`src/rtl/sat_counter.sv`:
```
// Saturating up-counter with synchronous clear; holds at all-ones instead of wrapping.
// One-cycle latency from inc to cnt; clr has priority over inc.
module sat_counter #(
    parameter int W = 32
) (
    input  logic         i_clk,
    input  logic         i_rst,
    input  logic         i_inc,
    input  logic         i_clr,
    output logic [W-1:0] o_cnt,
    output logic         o_sat
);

    logic [W-1:0] r_cnt;

    always_ff @(posedge i_clk or posedge i_rst) begin
        if (i_rst) begin
            r_cnt <= '0;
        end else if (i_clr) begin
            r_cnt <= '0;
        end else if (i_inc && !o_sat) begin
            r_cnt <= r_cnt + 1'b1;
        end
    end

    assign o_cnt = r_cnt;
    assign o_sat = &r_cnt;

endmodule

```
`config.mk`:
```
export PLATFORM = sky130hd
export DESIGN_NAME = sat_counter
export DESIGN_NICKNAME = d
export VERILOG_FILES = /design/src/rtl/sat_counter.sv
export SDC_FILE = /design/constraint.sdc
export NUM_CORES = 1
export LEC_CHECK = 0
export ABC_CLOCK_PERIOD_IN_PS = 2200
export CORE_AREA = 2 2 64 66
export CTS_CLUSTER_SIZE = 25
export DETAILED_ROUTE_END_ITERATION = 10
export DIE_AREA = 0 0 66 68
export GPL_TIMING_DRIVEN = 0
export PLACE_DENSITY = 0.84
export SLEW_MARGIN = 0
export SYNTH_ARGS = -nofsm -noshare
export SYNTH_HDL_FRONTEND = slang
export SYNTH_SLANG_ARGS = --single-unit
```
`constraint.sdc`:
```
create_clock -name i_clk -period 2.2 [get_ports i_clk]
set_clock_uncertainty 0.15 [all_clocks]
set_input_delay 0.33 -clock i_clk [delete_from_list [all_inputs] [get_ports i_clk]]
set_output_delay 0.33 -clock i_clk [all_outputs]
set_load 0.02 [all_outputs]
```
==> impl_metrics.yaml <==
final_layout:
  final_nets: 247
  fin_cells: 293
  drive_above_1_share_pct: 19.3
  antenna_cells: 0
  area_delta_synth_final_pct: 35.2
  largest_reg_flops: 32
  fill_cells: 348
global_route:
  overflow: 0
  grt_max_degree: 33
  grt_pass1_vias: 1636
  grt_pass1_wl_mm: 7.52
  track_usage_pct: 22.2
  antenna_found_initial: 0
hold_path:
  hold_path_class: "in2async"
power:
  p_sw_share_pct: 23.9
  ir_worst_vdd_mv: 0.340
  switchingPower_mw: 0.273
  p_clk_share_pct: 42.0
  p_int_mw: 0.872
  p_leak_nw: 0.929
  power_density_nw_per_um2: 465
  combPwrFrac_pct: 5.5
  pwr-share-seq_pct: 52.5
clocking:
  clk_latency_ns: 0.29
  cts_buffers: 5
  clkTransAtPathRegs_ns: 0.07
  cts_max_path_buffers: 2
  cts_tree: "yes"
  cts_root_buf: "clkbuf_8"
  h-tree-depth: 2
  clock_sinks: 32
  ctsHoldBuffers: 0
sta:
  setup-violations-final: 0
  rsz0062_at_grt: "true"
  worst_pin_slew_ns: 0.579
  setup_ws_ns: 0.0160
  hold_violations: 0
  fin_crit_sh_pct: 99.3
  drv_slew: 0
  max_freq_mhz: 458
  period_minus_slack_ns: 2.18
  slew_headroom_pct: 61.4
logic_synthesis:
  yosysTopAreaCell: "dfrtp_1"
  synth_nets: 197
  synth_mux_area_share_pct: 0.549
  yosysMostFrequentCell: "dfrtp_1"
  synth-edff-count: 0
  synth_flop_cell: "dfrtp_1"
  synth_top_family_by_area: "simple AND/OR/NAND/NOR gates"
  synth_cell_types: 41
  synth-simple-area-share_pct: 29.7
  synth_area_um2: 1820
  synth_top_area_share_pct: 44.0
  async_flop_share_pct: 100
  synth_area_leaders: "dfrtp_1 (44%), or3_1 (5.5%), a21oi_1 (5.2%)"
  ys_warn_count: 0
  synthTopCellsByCount: "dfrtp_1 (32), a21oi_1 (19), o21ai_0 (16), or3_1 (16)"
  synth_area_per_cell_um2: 9.49
  synth_seq_area_share_pct: 44.0
  synthXorXnorAreaFrac_pct: 3.85
  synthAdderAreaFrac_pct: 0.687
  synth_compound_area_share_pct: 18.6
  ys_ff_latch: 32
  netlist_instances: 192
worst_setup_path:
  cp.required_ns: 2.26
  path_class: "reg2reg"
  cp_top_family: "simple AND/OR/NAND/NOR gates"
  worst-endpoint-arrival_ns: 2.25
  startpoint_type: "flop"
  path_buf_inv: 0
  crit_fanout: 9
  worstSetupEndpointType: "flop"
  crit_chain: "ha_1 -> and4_4 -> and3_1 -> o21ai_2 -> or4_1 -> a21oi_1"
  max_stage_delay_ns: 0.49
  cpMaxStageDelayCell: "or4_1"
job:
  maxCapViolations: 0
floorplanning:
  start_util_pct: 47.2
  dieArea_um2: 4490
  io_pins: 37
  die_h_um: 68
  rows: 23
  die_x_um: 66
  coreArea_um2: 3860
placed_design:
  place.gp.congestion: 0.843
  dpl_worst_slack_ns: -0.242
  dp_hpwl_mm: 3.03
  placedCellCount: 278
  port_buffers: 36
run_status:
  status: "finished, final reports clean"
detailed_routing:
  drt-initial-drc-count: 88
  drc: 0
  vias: 1730
  wirelength_mm: 4.66
  wl_per_cell_um: 15.9
  via_per_inst: 5.90
  antenna_left: 0
  first_pass_iters: 4
## cell families after synthesis
group / Yosys count
and+or+nand+nor: 87
xor gates and xnor gates: 8
buffers and inverters: 12
DFF: 32
AOI/OAI and AO/OA: 51
muxes: 1
adders and majority gates: 1
## final timing paths
check	from	to	slack (ns)	depth (start not counted)
worst max-delay path	o_cnt[0]	o_cnt[22]	0.02	6
worst min-delay path	i_rst	o_cnt[22]	0.24	2
worst max register to register	o_cnt[0]	o_cnt[22]	0.02	6
worst min register to register	o_cnt[13]	o_cnt[13]	0.44	2
max in group asynchronous	i_rst	o_cnt[5]	1.14	3
min in group i_clk	i_inc	o_cnt[1]	0.39	4
## area by class of cell
class                           instances  area [µm²]  share of cell area [%]
Timing Repair Buffer                   42         423                    17.2
Buffer                                  5        26.3                    1.07
Tap cell                               50        62.6                    2.54
Inverter                                7        26.3                    1.07
Sequential cell                        32         813                    33.0
Clock buffer                            8        90.1                    3.66
Multi-Input combinational cell        149        1020                    41.5
## repair_timing
item	4_1_cts	5_1_grt
resized for setup	16	13
endpoints found under the setup margin	9	18
pin swaps	0	2
buffers inserted	2	3
cloned	0	1
## layer usage
metal	wire [µm]	track usage, %	up-vias
met5	0	0	-
met3	219	5.59	8
met1	2030	27.4	839
met2	2330	36.9	54
li1	-	-	829
met4	78	10.5	0
## power groups by stage
stage / Sequential [mW] / Combinational (mW) / Clock [mW]
6_report: 0.601 / 0.0633 / 0.481
3_5_place_dp: 0.611 / 0.0573 / 0
2_1_floorplan: 0.614 / 0.0273 / 0
5_1_grt: 0.601 / 0.0692 / 0.516
4_1_cts: 0.600 / 0.0577 / 0.484
3_3_place_gp: 0.610 / 0.0556 / 0
## stage by stage
step / power (mW) / utilization [%] / TNS [ns] / hold slack [ns] / instance area (µm²)
after floorplan: 0.642 / - / 0 / 0.296 / 1820
after global placement: 0.666 / 58.2 / -1.27 / 0.409 / 2240
after detailed placement: 0.668 / 58.2 / -1.69 / 0.426 / 2240
after CTS: 1.14 / 61.6 / 0 / 0.437 / 2380
after global routing: 1.19 / 63.9 / -0.214 / 0.298 / 2460
final: 1.15 / 63.9 / 0 / 0.243 / 2460
## cell usage in the layout, fill, tap and decap left out, types with 3 or more instances in the layout
cell type / instances
clkdlybuf4s50_1: 34
dfrtp_1: 22
a21oi_1: 19
o21ai_0: 16
or3_1: 16
nand2_1: 13
nand3_1: 12
nor2_1: 10
dfrtp_2: 10
inv_1: 7
buf_4: 6
clkbuf_8: 6
clkbuf_1: 5
xnor2_1: 5
nand4_1: 4
nor4_1: 4
and4_4: 3
and3_1: 3
nand4_4: 3
o31ai_1: 3
or4_1: 3
xor2_1: 3
No activity file was read; power rests on OpenSTA's default activity.
